<file path="src/rtl/cr_kme_fifo_pkg.sv">
// cr_kme_fifo_pkg: shared constants and helpers for the KME generic FIFO.
//   - Default parameter values for cr_kme_fifo_gen.
//   - cnt_w():   width of an occupancy counter able to hold 0..depth.
//   - ptr_inc(): pointer increment that wraps at depth-1. Depth need not be a power of two.
package cr_kme_fifo_pkg;

   localparam int unsigned DefaultWidth       = 8;
   localparam int unsigned DefaultDepth       = 16;
   localparam int unsigned DefaultStallThresh = 1;

   function automatic int unsigned cnt_w(input int unsigned depth);
      return $clog2(depth + 1);
   endfunction

   // Explicit compare keeps wrap correct for depths that are not a power of two.
   function automatic int unsigned ptr_inc(input int unsigned ptr, input int unsigned depth);
      return (ptr == depth - 1) ? 0 : ptr + 1;
   endfunction

endpackage

</file>
<file path="src/rtl/cr_kme_fifo_mem.sv">
// cr_kme_fifo_mem: DEPTH x WIDTH register array for cr_kme_fifo_gen.
// Ports:
//   clk, rst        - clock; asynchronous active-high reset (clears every entry to 0)
//   we/waddr/wdata  - single synchronous write port
//   raddr/rdata     - single asynchronous read port
module cr_kme_fifo_mem #(
   parameter int unsigned WIDTH = 8,
   parameter int unsigned DEPTH = 16,
   localparam int unsigned PTR_W = $clog2(DEPTH)
) (
   input  logic             clk,
   input  logic             rst,
   input  logic             we,
   input  logic [PTR_W-1:0] waddr,
   input  logic [WIDTH-1:0] wdata,
   input  logic [PTR_W-1:0] raddr,
   output logic [WIDTH-1:0] rdata
);

   logic [WIDTH-1:0] mem_q [DEPTH];

   always_ff @(posedge clk or posedge rst) begin
      if (rst) begin
         for (int unsigned i = 0; i < DEPTH; i++) begin
            mem_q[i] <= '0;
         end
      end else if (we) begin
         mem_q[waddr] <= wdata;
      end
   end

   assign rdata = mem_q[raddr];

endmodule

</file>
<file path="src/rtl/cr_kme_fifo_gen.sv">
// cr_kme_fifo_gen: parametrised first-word-fall-through FIFO for the KME datapath.
// Parameters: WIDTH (data bits), DEPTH (entries, >= 2, any value), STALL_THRESH (stall when
// free_slots <= STALL_THRESH).
// Ports:
//   clk, rst                - clock; asynchronous active-high reset
//   clear                   - synchronous flush (wins over same-cycle read/write)
//   fifo_in, fifo_in_valid  - write data / request
//   fifo_in_stall_override  - forces fifo_in_stall high combinationally
//   fifo_in_stall           - advisory back-pressure; writes are still taken while not full
//   fifo_out, fifo_out_valid, fifo_out_ack - head data, non-empty flag, consume strobe
//   used_slots, free_slots  - occupancy and remaining space
//   fifo_overflow/underflow - registered one-cycle pulses for dropped write / ack while empty
//   hwm, hwm_clr            - occupancy high-water mark and its synchronous clear
// Optional feature: define CR_KME_FIFO_HWM_EN to build the high-water-mark tracker; otherwise
// hwm is tied to 0 and hwm_clr is ignored.
module cr_kme_fifo_gen
   import cr_kme_fifo_pkg::*;
#(
   parameter int unsigned WIDTH        = DefaultWidth,
   parameter int unsigned DEPTH        = DefaultDepth,
   parameter int unsigned STALL_THRESH = DefaultStallThresh,
   localparam int unsigned CNT_W       = cnt_w(DEPTH)
) (
   input  logic             clk,
   input  logic             rst,
   input  logic             clear,
   input  logic [WIDTH-1:0] fifo_in,
   input  logic             fifo_in_valid,
   input  logic             fifo_in_stall_override,
   output logic             fifo_in_stall,
   output logic [WIDTH-1:0] fifo_out,
   output logic             fifo_out_valid,
   input  logic             fifo_out_ack,
   output logic [CNT_W-1:0] used_slots,
   output logic [CNT_W-1:0] free_slots,
   output logic             fifo_overflow,
   output logic             fifo_underflow,
   output logic [CNT_W-1:0] hwm,
   input  logic             hwm_clr
);

   localparam int unsigned PTR_W = $clog2(DEPTH);
   localparam logic [CNT_W-1:0] DepthCnt  = CNT_W'(DEPTH);
   localparam logic [CNT_W-1:0] ThreshCnt = CNT_W'(STALL_THRESH);

   logic [PTR_W-1:0] wr_ptr_q, wr_ptr_d;
   logic [PTR_W-1:0] rd_ptr_q, rd_ptr_d;
   logic [CNT_W-1:0] used_q, used_d;
   logic             ovf_q, ovf_d;
   logic             unf_q, unf_d;
   logic             full, empty, ren, wen, mem_we;

   assign full           = (used_q == DepthCnt);
   assign empty          = (used_q == '0);
   assign fifo_out_valid = !empty;
   assign ren            = fifo_out_valid & fifo_out_ack;
   // A read in the same cycle frees the slot, so a write into a full FIFO is still accepted.
   assign wen            = fifo_in_valid & (!full | ren);
   assign mem_we         = wen & !clear;

   always_comb begin
      wr_ptr_d = wr_ptr_q;
      rd_ptr_d = rd_ptr_q;
      used_d   = used_q;
      ovf_d    = 1'b0;
      unf_d    = 1'b0;
      if (clear) begin
         wr_ptr_d = '0;
         rd_ptr_d = '0;
         used_d   = '0;
      end else begin
         if (wen) wr_ptr_d = PTR_W'(ptr_inc(32'(wr_ptr_q), DEPTH));
         if (ren) rd_ptr_d = PTR_W'(ptr_inc(32'(rd_ptr_q), DEPTH));
         if (wen && !ren) begin
            used_d = used_q + 1'b1;
         end else if (ren && !wen) begin
            used_d = used_q - 1'b1;
         end
         ovf_d = fifo_in_valid & full & !ren;
         unf_d = fifo_out_ack & empty;
      end
   end

   always_ff @(posedge clk or posedge rst) begin
      if (rst) begin
         wr_ptr_q <= '0;
         rd_ptr_q <= '0;
         used_q   <= '0;
         ovf_q    <= 1'b0;
         unf_q    <= 1'b0;
      end else begin
         wr_ptr_q <= wr_ptr_d;
         rd_ptr_q <= rd_ptr_d;
         used_q   <= used_d;
         ovf_q    <= ovf_d;
         unf_q    <= unf_d;
      end
   end

   cr_kme_fifo_mem #(
      .WIDTH (WIDTH),
      .DEPTH (DEPTH)
   ) u_mem (
      .clk   (clk),
      .rst   (rst),
      .we    (mem_we),
      .waddr (wr_ptr_q),
      .wdata (fifo_in),
      .raddr (rd_ptr_q),
      .rdata (fifo_out)
   );

   assign used_slots     = used_q;
   assign free_slots     = DepthCnt - used_q;
   assign fifo_in_stall  = (free_slots <= ThreshCnt) | fifo_in_stall_override;
   assign fifo_overflow  = ovf_q;
   assign fifo_underflow = unf_q;

`ifdef CR_KME_FIFO_HWM_EN
   logic [CNT_W-1:0] hwm_q;

   // Tracks the registered occupancy, so it trails used_slots by one cycle.
   always_ff @(posedge clk or posedge rst) begin
      if (rst) begin
         hwm_q <= '0;
      end else if (hwm_clr) begin
         hwm_q <= '0;
      end else if (used_q > hwm_q) begin
         hwm_q <= used_q;
      end
   end

   assign hwm = hwm_q;
`else
   logic unused_hwm_clr;
   assign unused_hwm_clr = hwm_clr;
   assign hwm            = '0;
`endif

endmodule

</file>
<file path="config.mk">
export PLATFORM = sky130hd
export DESIGN_NAME = cr_kme_fifo_gen
export DESIGN_NICKNAME = d
export VERILOG_FILES = /design/src/rtl/cr_kme_fifo_pkg.sv /design/src/rtl/cr_kme_fifo_mem.sv /design/src/rtl/cr_kme_fifo_gen.sv
export SDC_FILE = /design/constraint.sdc
export NUM_CORES = 1
export LEC_CHECK = 0
export CORE_UTILIZATION = 55
export DETAILED_ROUTE_END_ITERATION = 10
export PLACE_DENSITY_LB_ADDON = 0.3
export SYNTH_ARGS = -nofsm -noshare
export SYNTH_HDL_FRONTEND = slang
export SYNTH_HIERARCHICAL = 1
export SYNTH_SLANG_ARGS = --single-unit
</file>
<file path="constraint.sdc">
create_clock -name clk -period 7.84 [get_ports clk]
set_input_delay 1.568 -clock clk [delete_from_list [all_inputs] [get_ports clk]]
set_output_delay 1.568 -clock clk [all_outputs]
set_load 0.005 [all_outputs]
</file>
======== Word-level counts from Yosys, hierarchy flattened ========
Index checks and enable logic that the tools add are counted.
word-level totals
  memory bits (read-only) ................. 0
  input port bits ......................... 15
  latch bits .............................. 0
  word-level logic and storage cells ...... 72
  memories kept ........................... 0
  bits in writable memories ............... 0
  bits in registers ....................... 143
cells by class
  multipliers ............................. 0
  eq/ne operators ......................... 3
  bitwise logic cells ..................... 10
  $add $sub $neg .......................... 5
  reduce and logical (&&, ||, !) cells .... 12
  $lt $le $gt $ge ......................... 4
  divide/modulo/power cells ............... 0
  shifts and indexed selects .............. 0
  mux-type cells .......................... 17
operators by type and width
  kind                 count
  $bwmux 128           1
  $bmux 8 s4           1
  $demux 8 s4          1
  $mux 4               6
  $mux 8               3
  $mux 5               3
  $ge 5x5->1 const B   2
  $not 4->5            2
  $add 4x1->4 const B  2
  $eq 4x4->1 const B   2
  $and 1x1->1          6
  $add 5x1->5 const B  1
  $eq 5x5->1 const B   1
  $le 5x1->1 const B   1
  $logic_not 1->1      5
  $logic_not 5->1      1
  $lt 5x1->1 const B   1
  $sub 5x1->5 const B  1
  $sub 5x5->5 const A  1
  $reduce_bool 2->1    2
  $logic_and 1x1->1    3
  $reduce_bool 3->1    1
  $mux 1               2
  $or 1x1->1           2

======== Longest topological paths before layout ========
  depth in word-level cells ............... 10
  mapped depth ............................ 11
  mapped depth without buffers ............ 11

======== Hierarchy ========
Netlist, hierarchy kept.
modules (own cells, without submodules)
  module           cells each  area an instance (µm²)  instances  sequential area each (µm²)
  cr_kme_fifo_mem  369         5953.2                  1          3203.1
  cr_kme_fifo_gen  112         1031.0                  1          375.4

======== Worst setup path before layout ========
OpenSTA, ideal clock, no wires.
  path kind ............................... input port to flip-flop
  start point ............................. input fifo_out_ack
  end point ............................... register u_mem/mem_q[120] (netlist name)
  required time ........................... 7715 ps
  cell stages on the path ................. 7
  buffers on the path ..................... 1
  setup time .............................. 125 ps
  arrival ................................. 3311 ps
  setup slack ............................. 4403 ps
  cells stage by stage .................... nand2b_1 a21boi_1 nor2b_1 nand2b_1 or4_1 buf_4 mux2_4
between the ends
  word-level cells in the longest chain between the ends .. 4
RTL lines
  what                            line                   RTL
  start: declaration              cr_kme_fifo_gen.sv:33  input logic fifo_out_ack,
  $and 1x1->1                     cr_kme_fifo_gen.sv:56  assign ren = fifo_out_valid & fifo_out_ack;
  $or 1x1->1                      cr_kme_fifo_gen.sv:58  assign wen = fifo_in_valid & (!full | ren);
  $and 1x1->1                     cr_kme_fifo_gen.sv:58
  $and 1x1->1                     cr_kme_fifo_gen.sv:59  assign mem_we = wen & !clear;
  net mem_we                      cr_kme_fifo_gen.sv:51  logic full, empty, ren, wen, mem_we;
  end signal: indexed assignment  cr_kme_fifo_mem.sv:28  mem_q[waddr] <= wdata;
  end: declaration                cr_kme_fifo_mem.sv:20  logic [WIDTH-1:0] mem_q [DEPTH];
The timed path passes the listed nets, and every way through them passes these cells.
A chain may end at the register's enable or synchronous reset.

======== Final worst setup path ========
  start point ............................. register rd_ptr_q[0]
  end point ............................... output fifo_out[0]
between the ends
  word-level cells in the longest chain between the ends .. 4
RTL lines
  what                                        line                   RTL
  start: declaration                          cr_kme_fifo_gen.sv:47  logic [PTR_W-1:0] rd_ptr_q, rd_ptr_d;
  start signal: assignment                    cr_kme_fifo_gen.sv:93  rd_ptr_q <= rd_ptr_d;
  $not 4->5 (not written as such)             cr_kme_fifo_mem.sv:32  assign rdata = mem_q[raddr];
  $bmux 8 s4                                  cr_kme_fifo_mem.sv:32
  $mux 8 (not written as such) (2 in series)  cr_kme_fifo_mem.sv:32
  end: declaration                            cr_kme_fifo_gen.sv:31  output logic [WIDTH-1:0] fifo_out,
Every way passes these cells. The select of a mux whose other input is x is not followed.

==> results.toml <==
[status]
status = "finished clean"

[die]
die_w_um = 115
die_height_um = 115
number_of_rows_created_at_floorplan = 40
num_io_pins = 42
initial_utilization_pct = 57.2
design.core.area_um2 = 12200
fp.dieArea_um2 = 13200

[clocking]
number_of_instances_resized_during_post_cts_repair = 0
insertion_delay_ns = 0.42
clock_tree.htree_level_count = 4
clock-root-buffer = "sky130_fd_sc_hd__clkbuf_16"
clock-sinks = 143
postCtsSetupRepairBufs = 0
ctsLongestPathBuffers = 2
cts_hold_repair.buffers = 0
tritoncts_clock_tree = "built"
register_clock_pin_slew_on_the_reported_worst_setup_and_hold_paths_ns = 0.06
cts_made_buffers = 17

[synthesis]
postSynth.asyncResetShare_pct = 100
synth_cells = 481
post_synth_main_area_contributors = "sky130_fd_sc_hd__dfrtp_1, sky130_fd_sc_hd__mux2_2, sky130_fd_sc_hd__mux4_2"
synth-seq-area-share_pct = 51.2
mappedNetlistArea_um2 = 6980
ys.warnings.count = 6
synthFlopType = "sky130_fd_sc_hd__dfrtp_1"
synthesis.area_per_instance_um2 = 14.5
yosys_top_cell_by_area = "sky130_fd_sc_hd__dfrtp_1"
synth_seq_cells = 143
synthDistinctLibCells = 52
number_of_enable_type_register_cells_in_the_synthesized_netlist = 0
yosys.area.top_type_share_pct = 51.2

[grt]
initial_antenna_violation_count = 0
grt_pass1_wl_mm = 23.2
gr-usage-all-layers_pct = 24.2
first_global_vias = 4443
grt_overflow = 0
grt_start_max_net_pins = 92

[sta]
final.setup_skew_ns = 0.00860
finalSetupViolCount = 0
fmax_mhz = 229
worstMarginPinSlew_ns = 1.17
timing_max_transition_violations_final = 0
fin_crit_ns = 4.38
hold_viol = 0
finalWorstSetupSlack_ns = 3.46
fin_tns_setup_ns = 0
grt_setup_unrepaired = "false"
period_share_pct = 55.8
timing.slew.headroom_pct = 22.3

[drt]
total_wirelength_of_the_detailed_routed_design_mm = 14.0
initialDrtViolationCount = 260
drt_pre_antenna_iters = 5
routed_wire_length_per_instance_um = 20.4
antenna_left = 0
vias = 4054
post-route-drc-count = 0
avgViaCountPerCell = 5.90

[min_path]
worstHoldStart = "u_mem/mem_q[39]"
min-delay-path-class = "register to register"

[power]
peakVddDrop_mv = 0.154
p_int_w = 0.00172
clkPwrFrac_pct = 33.1
p_leak_nw = 3.68
netSwitchingFraction_pct = 28.3
power.switching_w = 0.000677
seq_power_share_pct = 37.8
combinationalPowerShare_pct = 29.1
p_per_area_nw_per_um2 = 300

[placement]
dp_hpwl_mm = 8.90
port-buffer-count = 35
place_ws_ns = 3.33
globalplace.congestion = 0.769

[cells_and_area]
ant_diodes = 0
final_net_count = 532
layout_common_cells = "sky130_fd_sc_hd__dfrtp_1, sky130_fd_sc_hd__mux2_2, sky130_fd_sc_hd__clkdlybuf4s50_1"
layout.cells.most_common = "sky130_fd_sc_hd__dfrtp_1"
share_of_layout_cells_above_drive_strength_1_pct = 40.1
flow.area_growth_from_synthesis_pct = 14.2

[setup_path]
timing.critical_path.from = "rd_ptr_q[0]"
cp_slowest_cell = "sky130_fd_sc_hd__mux4_2"
critical-path-top-delay-family = "buffers and inverters"
critPathRequiredTime_ns = 6.27
cp-start-kind = "register"
critical_path.n_buffers_inverters = 2
cp_data_arrival_time_ns = 2.81
rr_startpoint = "used_slots[1]"
crit_path_cell_trace = "buf_4 > mux4_2 > a22oi_1 > nand2_1 > clkdlybuf4s50_1"
criticalPathCategory = "register to output pin"
cp_slowest_stage_delay_ns = 0.59
critPathCaptureType = "output pin"
worstPathMaxFanout = 36

[run]
max_cap_violations = 0
## cell usage after synthesis (all sizes together) (2+ instances only)
master,number
mux2i,2
inv,9
xnor2,5
nor3,3
nor2,16
nor4b,2
nor2b,6
xor2,3
or4,2
mux2,129
clkbuf,13
buf,23
nand2,19
nand3,3
nand4bb,2
nor3b,3
nand3b,2
o211ai,3
a21o,2
ha,10
or3,3
mux4,32
o31ai,2
a21oi,5
dfrtp,143
o21ai,5
nand2b,5
a22oi,16
## worst register-to-register path, delay by kind of cell, from the launching register on
kind / cells / cell delay [ns]
compound gates: 1 / 0.33
fa+ha+maj: 2 / 0.48
buf+inv: 1 / 0.10
flops: 1 / 0.49
mux: 1 / 0.43
simple gates: 5 / 1.88
## kinds of logic (layout without fill, tap and decap cells)
logic type | after synthesis | after routing | synth area share (%)
buffers and inverters | 45 | 79 | 3.17
AOI/OAI and AO/OA | 37 | 37 | 3.65
muxes | 163 | 163 | 32.3
other | 1 | 5 | 0.0537
and+or+nand+nor | 73 | 73 | 6.54
xor gates and xnor gates | 8 | 8 | 1.00
adders and majority gates | 11 | 11 | 2.08
DFF | 143 | 143 | 51.2
## metrics by stage
step                      cells  power, W  area, um^2  hold WS (ns)  utilization [%]
after CTS                   687   0.00241        7980         0.501             65.3
final                       687   0.00239        7980         0.500             65.3
after floorplan             485   0.00135        7000         0.474                -
after global placement      655   0.00159        7400         0.481             60.6
after detailed placement    655   0.00162        7400         0.488             60.6
after global routing        687   0.00251        7980         0.507             65.3
## per-layer routing
layer / GRT usage (%) / share of wire [%]
met5: 0 / 0
met4: 8.48 / 1.6
met3: 5.88 / 3.4
met2: 40.0 / 50
met1: 31.4 / 45
## cell type report
type,instances,area (um^2)
sequential,143,3580
multi-input combinational,297,3200
inverter,9,36.3
timing repair buffer,38,373
clock buffer,20,447
tap,168,210
fill,904,4230
clock inverter,12,134
## registers in the layout, indices dropped and copies added (netlist names)
signal and count:
u_mem/mem_q 128, used_slots 5, rd_ptr_q 4, wr_ptr_q 4, fifo_overflow 1, fifo_underflow 1
## power by group through the flow
| stage | combinational, W | sequential (W) | clock [W] |
|---|---|---|---|
| 2_1_floorplan | 0.000459 | 0.000895 | 0 |
| 3_3_place_gp | 0.000683 | 0.000907 | 0 |
| 3_5_place_dp | 0.000700 | 0.000915 | 0 |
| 4_1_cts | 0.000705 | 0.000904 | 0.000804 |
| 5_1_grt | 0.000758 | 0.000919 | 0.000837 |
| 6_report | 0.000695 | 0.000905 | 0.000791 |
## path summary, 6_finish.rpt
check	end	slack [ns]	cells past startpoint
max in group asynchronous	u_mem/mem_q[108]	4.76	3
worst min register to register	u_mem/mem_q[39]	0.50	1
worst min-delay path	u_mem/mem_q[39]	0.50	1
min in group asynchronous	u_mem/mem_q[90]	1.55	2
worst max register to register	u_mem/mem_q[107]	3.99	10
worst max-delay path	fifo_out[0]	3.46	5
Note: power is estimated with default switching activity, not from simulation.
